$ cat src/rtl/cpu_pkg.sv
// Shared fetch-path types: fetch FSM states, prefetch queue entry layout, PC step.
package cpu_pkg;

  typedef enum logic [1:0] {
    IDLE,
    WAIT,
    DROP
  } fetch_state_t;

  typedef struct packed {
    logic [31:0] pc4;
    logic [31:0] inst;
  } ifq_entry_t;

  localparam logic [31:0] PC_STEP = 32'd4;

endpackage

$ cat src/rtl/ifq_ram.sv
// Prefetch queue storage: DEPTH entries, one synchronous write port, one async read port.
module ifq_ram
  import cpu_pkg::*;
#(
  parameter int unsigned DEPTH = 4
) (
  input  logic                       clk,
  input  logic                       we,
  input  logic [$clog2(DEPTH)-1:0]   waddr,
  input  ifq_entry_t                 wdata,
  input  logic [$clog2(DEPTH)-1:0]   raddr,
  output ifq_entry_t                 rdata
);

  ifq_entry_t mem [DEPTH];

  always_ff @(posedge clk) begin
    if (we) mem[waddr] <= wdata;
  end

  assign rdata = mem[raddr];

endmodule

$ cat src/rtl/if_prefetch_queue.sv
// Instruction prefetch queue: single-outstanding fetch FSM feeding a DEPTH-entry FIFO.
// Define IFQ_STALL_STATS_EN to add the saturating stall_cycles counter output.
module if_prefetch_queue
  import cpu_pkg::*;
#(
  parameter int unsigned DEPTH    = 4,
  parameter logic [31:0] RESET_PC = 32'h0000_0000
) (
  input  logic                     Clock,
  input  logic                     Resetn,
  input  logic                     redirect,
  input  logic [31:0]              redirect_pc,
  output logic                     im_req,
  output logic [31:0]              im_addr,
  input  logic                     im_ack,
  input  logic [31:0]              im_data,
  output logic                     id_valid,
  input  logic                     id_ready,
  output logic [31:0]              id_inst,
  output logic [31:0]              id_pc4,
  output logic [$clog2(DEPTH):0]   count
`ifdef IFQ_STALL_STATS_EN
  ,
  output logic [31:0]              stall_cycles
`endif
);

  localparam int unsigned AW = $clog2(DEPTH);
  localparam int unsigned CW = AW + 1;
  localparam logic [CW-1:0] FULL = CW'(DEPTH);

  fetch_state_t  state;
  logic [31:0]   fetch_pc;
  logic [AW-1:0] wr_ptr;
  logic [AW-1:0] rd_ptr;
  logic          push;
  logic          pop;
  logic          space;
  ifq_entry_t    wr_entry;
  ifq_entry_t    head;

  assign id_valid = (count != '0);
  assign pop      = id_valid && id_ready && !redirect;
  assign push     = (state == WAIT) && im_ack && !redirect;
  // A pop in the same cycle frees a slot, so a full queue can issue immediately.
  assign space    = (count != FULL) || pop;
  assign wr_entry = '{pc4: fetch_pc + PC_STEP, inst: im_data};
  assign id_inst  = id_valid ? head.inst : '0;
  assign id_pc4   = id_valid ? head.pc4  : '0;

  ifq_ram #(.DEPTH(DEPTH)) u_ram (
    .clk   (Clock),
    .we    (push),
    .waddr (wr_ptr),
    .wdata (wr_entry),
    .raddr (rd_ptr),
    .rdata (head)
  );

  // im_addr is its own register so DROP keeps presenting the abandoned address
  // while fetch_pc already tracks the redirect target.
  always_ff @(posedge Clock) begin
    if (Resetn) begin
      state    <= IDLE;
      fetch_pc <= RESET_PC;
      im_req   <= 1'b0;
      im_addr  <= RESET_PC;
      wr_ptr   <= '0;
      rd_ptr   <= '0;
      count    <= '0;
    end else begin
      if (redirect) begin
        fetch_pc <= redirect_pc;
        wr_ptr   <= '0;
        rd_ptr   <= '0;
        count    <= '0;
      end else begin
        if (push) begin
          wr_ptr   <= wr_ptr + AW'(1);
          fetch_pc <= fetch_pc + PC_STEP;
        end
        if (pop) rd_ptr <= rd_ptr + AW'(1);
        if (push && !pop)      count <= count + CW'(1);
        else if (pop && !push) count <= count - CW'(1);
      end

      case (state)
        IDLE: begin
          if (space && !redirect) begin
            state   <= WAIT;
            im_req  <= 1'b1;
            im_addr <= fetch_pc;
          end
        end
        WAIT: begin
          if (im_ack) begin
            state  <= IDLE;
            im_req <= 1'b0;
          end else if (redirect) begin
            state <= DROP;
          end
        end
        DROP: begin
          if (im_ack) begin
            state  <= IDLE;
            im_req <= 1'b0;
          end
        end
        default: begin
          state  <= IDLE;
          im_req <= 1'b0;
        end
      endcase
    end
  end

`ifdef IFQ_STALL_STATS_EN
  always_ff @(posedge Clock) begin
    if (Resetn)                              stall_cycles <= '0;
    else if (!id_valid && stall_cycles != '1) stall_cycles <= stall_cycles + 32'd1;
  end
`endif

endmodule

$ cat config.mk
export PLATFORM = sky130hd
export DESIGN_NAME = if_prefetch_queue
export DESIGN_NICKNAME = d
export VERILOG_FILES = /design/src/rtl/cpu_pkg.sv /design/src/rtl/ifq_ram.sv /design/src/rtl/if_prefetch_queue.sv
export SDC_FILE = /design/constraint.sdc
export NUM_CORES = 1
export LEC_CHECK = 0
export CAP_MARGIN = 20
export CORE_MARGIN = 3
export CORE_UTILIZATION = 45
export CTS_CLUSTER_SIZE = 10
export DETAILED_ROUTE_END_ITERATION = 10
export PLACE_DENSITY_LB_ADDON = 0.1
export SLEW_MARGIN = 40
export SYNTH_ARGS = -nofsm -noshare
export SYNTH_HDL_FRONTEND = slang
export SYNTH_SLANG_ARGS = --single-unit
$ cat constraint.sdc
create_clock -name Clock -period 5.4 [get_ports Clock]
set_input_delay 0.54 -clock Clock [delete_from_list [all_inputs] [get_ports Clock]]
set_output_delay 0.54 -clock Clock [all_outputs]
set_load 0.005 [all_outputs]
[After elaboration in Yosys (flattened, before gate mapping)]
Memory sizes are Yosys's and may differ from the RTL's. A register that Yosys moved wholly into a read port is not among the register bits.
Cells that the tools add are included.
Word-level totals
  bits in registers: 74
  memory bits (writable): 256
  input bits: 69
  output and inout bits: 101
  logic and storage cells: 58
  memories: 1
Memories
  u_ram.mem: depth 4, bits a word 64, rd ports 1, clocked after memory_dff 1, wr ports 1, line ifq_ram.sv:15  | ifq_entry_t mem [DEPTH];
Operators by class
  add/sub/neg operators: 5
  equal/unequal tests: 7
  multiplexer cells: 18
  reductions and logical operators: 20
Operator list (count)
  32-bit 2-to-1 mux: 4
  32-bit by 3-bit adder with 32-bit output (second input constant): 1
  2-bit 2-to-1 mux: 6
  1-bit logical AND: 7
  3-bit 2-to-1 mux: 2
  3-bit != test (second input constant): 2
  2-bit case mux with 3 select lines: 1
  2-bit by 1-bit adder with 2-bit output (second input constant): 2
  1-bit 2-to-1 mux: 4
  2-bit != test (second input constant): 2
  2-bit AND reduction: 2
  2-bit nonzero test: 2
  2-bit OR reduction: 2
  3-bit by 1-bit adder with 3-bit output (second input constant): 1
  1-bit zero test: 3
  3-bit AND reduction: 1
  3-bit nonzero test: 1
  3-bit by 1-bit subtractor with 3-bit output (second input constant): 1
  2-bit by 1-bit == test with 1-bit output (second input constant): 1
  2-bit == test (second input constant): 1
  2-bit zero test: 1
  2-bit by 1-bit != test with 1-bit output (second input constant): 1
  1-bit case mux with 2 select lines: 1
  1-bit logical OR: 1

[Logic depth before layout (Yosys ltp)]
  depth after elaboration: 7
  depth in mapped cells: 12
  depth with buffers taken out: 10

[Modules after synthesis]
From an unflattened synthesis, not the netlist that was laid out.
Unflattened totals
  cells, all modules: 917
  area, all modules: 13788.2 um2
By module, submodules not included
  ifq_ram: times used 1, cells an instance 338, area an instance 9341.5 um2, seq. area each 7687.4 um2
  if_prefetch_queue: times used 1, cells an instance 579, area an instance 4446.8 um2, seq. area each 1481.4 um2

[Least setup slack after synthesis]
Ideal clock, no wire load.
  path kind: in2reg
  from: input im_ack
  to: memory u_ram.mem[0][0] (netlist bit), enable pin
  library setup time: 0.429 ns
  arrival time: 2.805 ns
  setup slack: 2.166 ns
  stages: 5
  buffers on the path: 2
  cell sequence: buf_4 nand2_1 clkbuf_1 nor2_1 and2_1
Between the ends
  longest elaborated chain between the ends: 4
RTL lines
  start: declaration: line if_prefetch_queue.sv:15  | input logic im_ack,
  1-bit logical AND (2 in a row): line if_prefetch_queue.sv:44  | assign push = (state == WAIT) && im_ack && !redirect;
  named net push: line if_prefetch_queue.sv:36  | logic push;
  1-bit 2-to-1 mux: line ifq_ram.sv:18  | if (we) mem[waddr] <= wdata;
  1-bit 2-to-1 mux (not written as such): line ifq_ram.sv:18
  end: declaration: line ifq_ram.sv:15
The timed path passes the listed nets, and every way through them passes these cells.

==> results.md <==
- Reg2reg path depth: 10
- Vias: 8248
- Critical Path Source Type: flip-flop
- Post-layout min period: 3.48 ns
- CTS Hold Bufs: 0
- Chip height: 181 um
- Fin. max-slew vios: 0
- Tightest Hold Check Type: flip-flop to flip-flop
- Antenna cells: 0
- Reg2reg start: state[1]
- Number of max-cap violations: 0
- Layout cells sized above 1: 0.134
- Worst-Margin Slew: 0.732 ns
- Seq/Total Area, Yosys: 0.670
- Total Wirelength: 31400 um
- I/O pin count: 170
- Initial core utilization: 0.460
- Worst Hold Depth: 2
- Largest net degree at the start of global routing: 68
- Vias in the first global route: 8451
- DP Area: 15900 um^2
- Max Clk Rate: 288 MHz
- Count of final setup violators: 0
- Drt wl/cell: 20.9 um
- HPWL after DPL: 20600 um
- Rows: 63
- Post-CTS Setup Bufs: 0
- Width of the die: 181 um
- Final Wtd Congestion: 0.779
- Clk_lat worst skew: 0.52 ns
- Worst Hold Slack: 0.452 ns
- IO Port Bufs: 169
- P per Cell Area: 328 nW/um^2
- Critical Path Sink: id_inst[27]
- TritonCTS buffer count: 40
- Final Hold Viols: 0
- Critical path data arrival time: 2.94 ns
- Synth cell types: 50
- Crit-path max FO: 24
- CTS max path bufs: 3
- Clock Skews: 0.0165 ns
- R2R Path End: count[2]
- Iteration-0 DRC Markers: 559
- Post-route DRC violation count: 0
- Syn Nets: 1006
- Max VDD drop: 0.236 mV
- Core area: 29900 um^2
- Design Power: 5.61 mW
- Fin Setup TNS: 0 ns
- Drt first pass iters: 5
- Required time of the critical path: 4.86 ns
- Antenna viol nets, final: 0
- Clock transition at path regs: 0.05 ns
- Vias per inst: 5.48
- Clk sinks: 332
- CTS tree: built
- RSZ-0062 raised after global routing: false
- First-pass GRT wire length: 49500 um
- Grt total ovfl: 0
- Slew margin rel.: 0.508
- Layout Nets: 1164
- Fin crit share: 0.644
- Critical path class: flip-flop to output port
- FF+latch count, synth: 332
- Post-Synthesis Cells: 927
- H-tree levels: 2
- Synthesized cell area: 13700 um^2
- Initial antenna violation count: 0
- Post_cts resized: 0
- Critical Path End Type: output port
- Total global-route track usage: 0.191
- CTS root buffer: clkbuf_16
- LEAKAGE: 5.48 nW
- Post-route design area: 17100 um^2
- Status: finished, final reports clean
- Area growth syn-to-layout: 24.6%
- Synth Warn #: 0
- Avg Inst Size Synth: 14.8 um^2
- Reg2reg setup slack: 2.45 ns
- Total die area: 32700 um^2
==> worst min path at each step <==
stage / start / to / slack [ns]
global route: im_addr[26] / im_addr[26] / 0.48
finish: im_addr[26] / im_addr[26] / 0.45
floorplan: im_addr[0] / im_addr[0] / 0.45
CTS: im_addr[26] / im_addr[26] / 0.45
global placement: im_addr[28] / im_addr[28] / 0.44
detailed placement: im_addr[26] / im_addr[26] / 0.45
==> layer usage <==
| layer | routed length, um | global-route usage | part of all wire | up-vias |
|---|---|---|---|---|
| met3 | 1860 | 0.0364 | 0.059 | 45 |
| li1 | - | - | - | 3841 |
| met2 | 14400 | 0.294 | 0.46 | 248 |
| met1 | 14700 | 0.287 | 0.47 | 4114 |
| met5 | 0 | 0 | 0 | - |
| met4 | 504 | 0.0424 | 0.016 | 0 |
==> power breakdown <==
group / leakage, nW / internal, mW / switching [mW]
logic: 1.96 / 0.169 / 0.168
clock network: 0.572 / 1.44 / 0.982
registers: 2.95 / 2.80 / 0.0478
==> state kept, by name, indices dropped and copies added, names as in the netlist, named ones only <==
name	count
rd_ptr	2
im_req	1
state	2
wr_ptr	2
u_ram.mem	256
fetch_pc	32
count	3
im_addr	32
==> layout by cell type (no fill, tap or decap), types with 8 or more instances in the layout <==
| cell type | synthesis | final |
|---|---|---|
| edfxtp_1 | 256 | 256 |
| clkdlybuf4s50_1 | 0 | 168 |
| nand2_1 | 87 | 87 |
| dfxtp_1 | 76 | 74 |
| and2_1 | 69 | 65 |
| mux4_2 | 64 | 64 |
| a21oi_1 | 41 | 41 |
| clkbuf_16 | 0 | 41 |
| nor2_1 | 38 | 37 |
| clkbuf_1 | 46 | 27 |
| xnor2_1 | 22 | 22 |
| nand4_1 | 20 | 20 |
| xor2_1 | 20 | 20 |
| nand3_1 | 14 | 14 |
| nor4_1 | 14 | 14 |
| a311oi_1 | 13 | 13 |
| inv_1 | 12 | 12 |
| nor3_1 | 14 | 12 |
| o21ai_0 | 10 | 10 |
| ha_1 | 9 | 9 |
| buf_12 | 0 | 9 |
| and4_1 | 8 | 8 |
| a211oi_1 | 8 | 8 |
==> cell families (layout without fill, tap and decap cells) <==
group           Yosys count  after routing  synth area share
compound gates           92             92            0.0442
mux                      68             68             0.108
fa+ha+maj                10             10           0.00966
flops                   332            332             0.670
buf+inv                  83            272            0.0254
xor+xnor                 42             42            0.0268
simple gates            300            300             0.116
==> worst max-delay path, stage by stage (launching register included) <==
cell	delay [ns]
dfxtp_4	0.65
buf_12	0.29
buf_4	0.31
mux4_2	0.54
and2_1	0.17
clkdlybuf4s50_1	0.44
==> per-stage QoR <==
step	setup slack (ns)	std cells	util
final	1.92	1506	0.573
after detailed placement	1.92	1433	0.533
after global placement	1.97	1423	0.525
after floorplan	2.17	927	-
after global routing	1.71	1506	0.573
after CTS	1.82	1506	0.573
==> area by class of cell <==
cell class	count	area, um^2
sequential	332	9220
clock inverter	4	53.8
multi-input combinational	512	4220
clock buffer	69	1140
timing repair buffer	186	1950
tap	390	488
inverter	13	48.8
fill	2398	12800
==> cells in the mapped netlist, drive strengths merged <==
cell type  count  area [um^2]
o221a          2         22.5
nor2          38          143
clkbuf        46          173
a21oi         41          205
fa             1         20.0
a211o          1         8.76
a211oi         8         60.1
o21a           2         15.0
nor2b          7         43.8
xor2          20          175
xnor2         22          193
nor3          14         70.1
a2111oi        1         8.76
nand4b         1         8.76
nand3         15         80.1
o21ai         10         50.1
edfxtp       256         7690
o2111a         3         33.8
mux4          64         1440
a311oi        13          114
and4           8         70.1
nand2b         1         6.26
buf           24          128
mux2i          4         40.0
o31ai          6         45.0
or4            6         45.0
dfxtp         76         1520
ha             9          113
clkinv         1         3.75
a311o          2         20.0
a31o           1         8.76
inv           12         45.0
nand2         87          327
a31oi          1         6.26
or3            6         37.5
or2            3         18.8
nor3b          3         22.5
nor4          14         87.6
and3           3         18.8
o221ai         1         8.76
nor4b          1         8.76
or4b           2         20.0
nand4         22          150
and2          69          432
(Power assumes the default switching activity.)
